File: src/rtl/sp_ram_arbiter.sv
// Two-requester round-robin arbiter in front of a single-port RAM.
// Each access is IDLE -> ISSUE (-> CAPTURE for reads) -> IDLE, and all outputs are registered.
module sp_ram_arbiter #(
    parameter int unsigned ADDR_W = 4,
    parameter int unsigned DATA_W = 8
) (
    input  logic              clk,
    input  logic              rst,
    input  logic              req_a,
    input  logic              req_b,
    input  logic              we_a,
    input  logic              we_b,
    input  logic [ADDR_W-1:0] addr_a,
    input  logic [ADDR_W-1:0] addr_b,
    input  logic [DATA_W-1:0] wdata_a,
    input  logic [DATA_W-1:0] wdata_b,
    output logic              ack_a,
    output logic              ack_b,
    output logic [DATA_W-1:0] rdata_a,
    output logic [DATA_W-1:0] rdata_b,
    output logic              rvalid_a,
    output logic              rvalid_b,
    output logic              ram_en,
    output logic              ram_we,
    output logic [ADDR_W-1:0] ram_addr,
    output logic [DATA_W-1:0] ram_wdata,
    input  logic [DATA_W-1:0] ram_rdata,
    output logic              busy
);

    typedef enum logic [1:0] {
        IDLE    = 2'd0,
        ISSUE   = 2'd1,
        CAPTURE = 2'd2
    } state_t;

    state_t state;
    logic   last_b;     // B was granted most recently
    logic   win_b;      // owner of the access in flight
    logic   cmd_we;
    logic   grant_b_c;

    // B wins when alone, or on contention when A was granted last.
    assign grant_b_c = req_b & (~req_a | ~last_b);

    always_ff @(posedge clk or negedge rst) begin
        if (!rst) begin
            state     <= IDLE;
            last_b    <= 1'b1;
            win_b     <= 1'b0;
            cmd_we    <= 1'b0;
            ack_a     <= 1'b0;
            ack_b     <= 1'b0;
            rvalid_a  <= 1'b0;
            rvalid_b  <= 1'b0;
            rdata_a   <= '0;
            rdata_b   <= '0;
            ram_en    <= 1'b0;
            ram_we    <= 1'b0;
            ram_addr  <= '0;
            ram_wdata <= '0;
            busy      <= 1'b0;
        end else begin
            ack_a    <= 1'b0;
            ack_b    <= 1'b0;
            rvalid_a <= 1'b0;
            rvalid_b <= 1'b0;
            ram_en   <= 1'b0;
            ram_we   <= 1'b0;
            case (state)
                IDLE: begin
                    if (req_a || req_b) begin
                        state     <= ISSUE;
                        busy      <= 1'b1;
                        win_b     <= grant_b_c;
                        last_b    <= grant_b_c;
                        cmd_we    <= grant_b_c ? we_b : we_a;
                        ram_en    <= 1'b1;
                        ram_we    <= grant_b_c ? we_b : we_a;
                        ram_addr  <= grant_b_c ? addr_b : addr_a;
                        ram_wdata <= grant_b_c ? wdata_b : wdata_a;
                        ack_a     <= ~grant_b_c;
                        ack_b     <= grant_b_c;
                    end
                end
                ISSUE: begin
                    if (cmd_we) begin
                        state <= IDLE;
                        busy  <= 1'b0;
                    end else begin
                        state <= CAPTURE;
                    end
                end
                CAPTURE: begin
                    state <= IDLE;
                    busy  <= 1'b0;
                    if (win_b) begin
                        rdata_b  <= ram_rdata;
                        rvalid_b <= 1'b1;
                    end else begin
                        rdata_a  <= ram_rdata;
                        rvalid_a <= 1'b1;
                    end
                end
                default: begin
                    state <= IDLE;
                    busy  <= 1'b0;
                end
            endcase
        end
    end

endmodule

File: config.mk
export PLATFORM = sky130hd
export DESIGN_NAME = sp_ram_arbiter
export DESIGN_NICKNAME = d
export VERILOG_FILES = /design/src/rtl/sp_ram_arbiter.sv
export SDC_FILE = /design/constraint.sdc
export NUM_CORES = 1
export LEC_CHECK = 0
export CELL_PAD_IN_SITES_DETAIL_PLACEMENT = 1
export CELL_PAD_IN_SITES_GLOBAL_PLACEMENT = 1
export CORE_MARGIN = 3
export CORE_UTILIZATION = 34
export CTS_CLUSTER_DIAMETER = 50
export DETAILED_ROUTE_END_ITERATION = 8
export GPL_TIMING_DRIVEN = 1
export PLACE_DENSITY = 0.81
export RECOVER_POWER = 25
export SYNTH_ARGS = -nofsm -noshare
export SYNTH_HDL_FRONTEND = slang
export SYNTH_SLANG_ARGS = --single-unit
File: constraint.sdc
create_clock -name clk -period 4 [get_ports clk]
set_input_delay 0.8 -clock clk [delete_from_list [all_inputs] [get_ports clk]]
set_output_delay 0.8 -clock clk [all_outputs]
set_load 0.01 [all_outputs]
==> results.py, run 1 <==
metrics = {
    "status": {
        "status": "finished with violations",
        "violations": "capacitance limit, slew limit",
    },
    "grt": {
        "grtUsageTotal": 0.1599,
        "grt_pass1_wl_um": 7396,
        "antenna_found_initial": 0,
        "met2_usage": 0.2666,
        "globalRouteMet3Util": 0.05399,
        "grt_use_met1": 0.1974,
        "grt_max_degree": 41,
        "busiest_layer": "met2",
        "grt_pass1_vias": 1449,
        "overflow": 0,
    },
    "power": {
        "p_leak_nw": 1.057,
        "switching_share": 0.3349,
        "clock_power_share": 0.145,
        "vdd_ir_drop_max_mv": 0.2655,
        "p_sw_uw": 630.0,
        "p_per_area_nw_per_um2": 743.5,
        "pwr-share-comb": 0.470,
        "seqPwrFrac": 0.385,
        "p_int_mw": 1.251,
    },
    "clock_tree": {
        "htree_levels": 2,
        "clk_pin_slew_ps": 70,
        "cts_root_buf": "clkbuf_8",
        "cts_tree": "built",
        "cts.sinks": 40,
        "postCtsSetupRepairBufs": 0,
        "cts_resized": 0,
        "numCtsBuffers": 5,
        "hold_buffers": 0,
        "worst_skew_pair.late_latency_ps": 290,
        "clockBufferDepth": 2,
    },
    "floorplan": {
        "die_area_um2": 5890,
        "die_w_um": 76.75,
        "coreArea_um2": 4786,
        "die_h_um": 76.75,
        "ios": 73,
        "fp-row-count": 25,
        "initial_core_util": 0.3556,
    },
    "logic_synthesis": {
        "synth-edff-count": 0,
        "yosys.area.top_type": "dfrtp_1",
        "synthTopCellsByCount": "dfrtp_1, nand2_1, a21oi_1",
        "ys_async_sr_fraction": 1.000,
        "seq_area_frac_synth": 0.5890,
        "synth.avg_cell_area_um2": 13.09,
        "syn_inst": 130,
        "ys_ff_latch": 40,
        "synth_nets": 168,
        "yosysWarningCount": 0,
        "synth_most_common_cell": "dfrtp_1",
        "synth.top_cell.area_share": 0.5735,
        "netlist_area_um2": 1702,
        "synth_area_leaders": "dfrtp_1, mux2_4, a31oi_2",
        "ys_types": 28,
        "synth_flop_cell": "dfrtp_1",
    },
    "final_layout": {
        "area_growth_pct": 48.68,
        "diodes": 0,
        "multi_input_area_um2": 628.1,
        "drive_gt1_frac": 0.1478,
        "ff_latch_area_um2": 1002,
        "fin_nets": 240,
        "final_cell_area_um2": 2530,
        "fillers": 530,
    },
    "timing": {
        "slew_headroom": -0.4025,
        "setup_viol": 0,
        "holdWs_ps": 449.2,
        "fin_crit_ps": 2322,
        "clock-skew-final_ps": 8.102,
        "fmax_ghz": 0.4306,
        "tns_ps": 0,
        "setup_ws_ps": 1678,
        "post-route-period-util": 0.5805,
        "tightest_slew_ps": 2104,
        "rsz0062_at_grt": "false",
        "hold_violations": 0,
        "drv_slew": 41,
    },
    "placed_design": {
        "placed_cell_area_um2": 2454,
        "dp_hpwl_um": 3275,
        "place_ws_ps": 1430,
        "port_buffers": 72,
        "gp_congestion": 0.6854,
    },
    "drt": {
        "drt_first_pass_iters": 4,
        "antenna_left": 0,
        "drt_iter0_markers": 30,
        "wl_per_cell_um": 16.31,
        "vias_per_cell": 4.748,
        "vias": 1282,
        "drc": 0,
        "wl_um": 4404,
    },
    "run": {
        "cap_violations": 1,
    },
    "setup_path": {
        "crit_buf_inv": 1,
        "cp_slowest_stage_delay_ps": 1480,
        "cpLargestDelayFamily": "buffers and inverters",
        "r2r_cells": 2,
        "slowest_stage": "clkbuf_1",
        "path_cells": "clkbuf_1",
        "path_depth": 1,
        "cp.arrival_ps": 2290,
        "critPathLaunchType": "input port",
        "critPathKind": "input port to asynchronous set/reset pin",
        "end_kind": "asynchronous set/reset pin",
        "worst_ep_required_time_ps": 3970,
        "crit_fanout": 40,
    },
    "worst_hold_path": {
        "worstHoldPathCells": 1,
        "hold_class": "flop to flop",
    },
}
## stage by stage
stage          utilization  instances  power (mW)
6_report            0.5286        270       1.881
5_1_grt             0.5286        270       2.007
4_1_cts             0.5315        270       1.922
3_5_place_dp        0.5127        262       1.637
3_3_place_gp        0.5127        262       1.598
2_1_floorplan            -        130       1.175
## sequential cells by signal (all words and copies together), names as in the netlist, 2 cells and up
signal	cells
state	2
ram_wdata	8
ram_addr	4
rdata_b	8
rdata_a	8
## area by class of cell
type	count	share of cell area
sequential	40	0.3961
timing repair buffer	72	0.2824
multi-input combinational	80	0.2483
clock buffer	8	0.03561
tap	67	0.03314
inverter	3	0.004451
## power by group through the flow
stage / Sequential (mW) / Clock, mW / Combinational (mW)
6_report: 0.725 / 0.273 / 0.884
3_3_place_gp: 0.728 / 0 / 0.870
3_5_place_dp: 0.737 / 0 / 0.901
5_1_grt: 0.751 / 0.300 / 0.956
2_1_floorplan: 0.798 / 0 / 0.377
4_1_cts: 0.735 / 0.283 / 0.904
## cells by family after synthesis
kind of cell,Yosys count,synth area share
AOI/OAI and AO/OA,31,0.1427
buffers and inverters,10,0.03456
DFF,40,0.5890
muxes,17,0.1294
and+or+nand+nor,32,0.1044
## worst paths after layout
| kind | to | slack [ps] | from |
|---|---|---|---|
| min in group asynchronous | rdata_a[0]$_DFFE_PN0P_ | 1120 | rst |
| worst max-delay path | win_b$_DFFE_PN0P_ | 1680 | rst |
| worst min-delay path | state[1]$_DFFE_PN0P_ | 450 | cmd_we$_DFFE_PN0P_ |
| max in group clk | ram_wdata[3]$_DFFE_PN0P_ | 1700 | req_b |
| worst max register to register | rdata_a[7]$_DFFE_PN0P_ | 2220 | state[1]$_DFFE_PN0P_ |
| worst min register to register | state[1]$_DFFE_PN0P_ | 450 | cmd_we$_DFFE_PN0P_ |
## routing by layer
metal	routed length (um)	part of all wire
met3	304	0.069
met4	47	0.011
met2	2188	0.50
met5	0	0
met1	1863	0.42
## cell usage in the layout (no fill, tap or decap), drive strengths merged, types with 2 or more instances in the layout
master / n
nor3b: 2
mux2: 16
a21oi: 14
inv: 3
clkbuf: 9
a31oi: 12
nor2: 3
clkdlybuf4s50: 70
nand2: 23
dfrtp: 39
(Power assumes the default switching activity.)
==> run 2: changes to the inputs <==
- CORE_UTILIZATION: 34 -> 32
- PLACE_DENSITY: 0.81 -> 0.77
- clock period: 4 -> 2.41 ns (I/O delays scaled with it)
==> results.py, run 2 (synthesized netlist as in run 1, its figures left out) <==
metrics = {
    "status": {
        "status": "finished clean",
    },
    "placed_design": {
        "gp_congestion": 0.7434,
        "placed_cell_area_um2": 2476,
        "dp_hpwl_um": 3357,
        "place_inst": 265,
        "port_buffers": 72,
    },
    "power": {
        "p_leak_nw": 1.080,
        "vdd_ir_drop_max_mv": 0.4028,
        "p_per_area_nw_per_um2": 1230,
        "power.total_mw": 3.143,
    },
    "floorplan": {
        "die_w_um": 78.92,
        "die_area_um2": 6228,
        "die_h_um": 78.92,
        "coreArea_um2": 4942,
        "ios": 73,
        "initial_core_util": 0.3443,
        "fp-row-count": 25,
    },
    "clock_tree": {
        "cts_root_buf": "clkbuf_8",
        "postCtsSetupRepairBufs": 0,
        "worst_skew_pair.late_latency_ps": 290,
        "clockBufferDepth": 2,
        "cts_resized": 0,
        "numCtsBuffers": 5,
        "cts_tree": "built",
        "clk_pin_slew_ps": 80,
        "hold_buffers": 0,
        "cts.sinks": 40,
        "htree_levels": 2,
    },
    "timing": {
        "rsz0062_at_grt": "false",
        "tns_ps": 0,
        "hold_violations": 0,
        "fmax_ghz": 0.5901,
        "drv_slew": 0,
        "setup_viol": 0,
        "post-route-period-util": 0.7032,
        "slew_headroom": 0.3388,
        "clock-skew-final_ps": 4.996,
        "tightest_slew_ps": 991.9,
        "fin_crit_ps": 1695,
    },
    "drt": {
        "wl_per_cell_um": 16.11,
        "vias": 1286,
        "drt_first_pass_iters": 4,
        "antenna_left": 0,
        "vias_per_cell": 4.711,
        "drc": 0,
        "wl_um": 4398,
        "drt_iter0_markers": 34,
    },
    "grt": {
        "busiest_layer": "met2",
        "grt_pass1_vias": 1502,
        "grt_max_degree": 41,
        "globalRouteMet3Util": 0.06463,
        "overflow": 0,
        "grtUsageTotal": 0.1524,
        "grt_use_met1": 0.1811,
        "met2_usage": 0.2496,
        "antenna_found_initial": 0,
        "grt_pass1_wl_um": 7348,
    },
    "setup_path": {
        "critPathKind": "flop to primary output",
        "cp_slowest_stage_delay_ps": 560,
        "slowest_stage": "clkdlybuf4s50_1",
        "cpLargestDelayFamily": "buffers and inverters",
        "end_kind": "primary output",
        "path_cells": "clkdlybuf4s50_1",
        "worst_ep_required_time_ps": 1930,
        "cp.arrival_ps": 1210,
        "critPathLaunchType": "flop",
        "crit_buf_inv": 1,
        "crit_fanout": 2,
    },
    "final_layout": {
        "area_growth_pct": 50.22,
        "final_cell_mix": "clkdlybuf4s50_1, dfrtp_1, nand2_1, a21oi_1",
        "final_cell_area_um2": 2556,
        "final_common_cell": "clkdlybuf4s50_1",
        "fin_nets": 243,
        "top_regs": "ram_wdata x8, rdata_a x8, rdata_b x8",
        "final_cells": 273,
        "diodes": 0,
        "fillers": 546,
        "drive_gt1_frac": 0.1748,
    },
    "run": {
        "cap_violations": 0,
    },
    "worst_hold_path": {
        "hold_class": "input port to asynchronous set/reset pin",
    },
}
## run 2: changes by cell type in the layout (fill, tap and decap cells not counted)
cell / delta
clkinv_2: +2
buf_4: +3
dlygate4sd3_1: -1
clkbuf_1: -3
clkbuf_2: +1
clkdlybuf4s50_1: +1
## run 2: through the flow
stage,hold slack [ps],worst slack (ps),utilization
floorplan,186.4,1035,-
global placement,450.3,492.2,0.5010
detailed placement,455.5,436.1,0.5010
CTS,329.9,691.7,0.5197
global route,429.5,652.6,0.5172
finish,348.3,715.3,0.5172
## run 2: final timing paths
kind | from | end | slack (ps) | cells after the start
min | rst | rdata_a[6]$_DFFE_PN0P_ | 350 | 1
min reg2reg | cmd_we$_DFFE_PN0P_ | state[1]$_DFFE_PN0P_ | 450 | 1
max reg2reg | state[1]$_DFFE_PN0P_ | ram_wdata[2]$_DFFE_PN0P_ | 820 | 4
max | ram_wdata[1]$_DFFE_PN0P_ | ram_wdata[1] | 720 | 1
min in group clk | cmd_we$_DFFE_PN0P_ | state[1]$_DFFE_PN0P_ | 450 | 1
max in group asynchronous | rst | ram_addr[3]$_DFFE_PN0P_ | 1460 | 1
## run 2: cell type report
class | instances | area [um2] | share of cell area
tap | 67 | 83.83 | 0.03279
inverter | 3 | 11.26 | 0.004405
clock buffer | 6 | 82.58 | 0.03231
sequential | 40 | 1002 | 0.3921
clock inverter | 2 | 10.01 | 0.003916
multi-input combinational | 80 | 628.1 | 0.2457
timing repair buffer | 75 | 738.2 | 0.2888
## run 2: worst register-to-register path, cell delays in order, from the launching register on
cell and delay [ps]:
dfrtp_1 460, nor2_4 400, nand2_4 130, inv_2 300, a31oi_2 160
## run 2: routing by layer
metal | share of wire | wire length (um) | up-vias
met5 | 0 | 0 | -
met2 | 0.47 | 2080 | 66
li1 | - | - | 600
met3 | 0.082 | 361 | 6
met1 | 0.43 | 1897 | 614
met4 | 0.013 | 59 | 0
## run 2: power by group
group          internal, mW  switching [mW]
clock network         0.228           0.225
registers              1.00           0.203
logic                 0.852           0.635
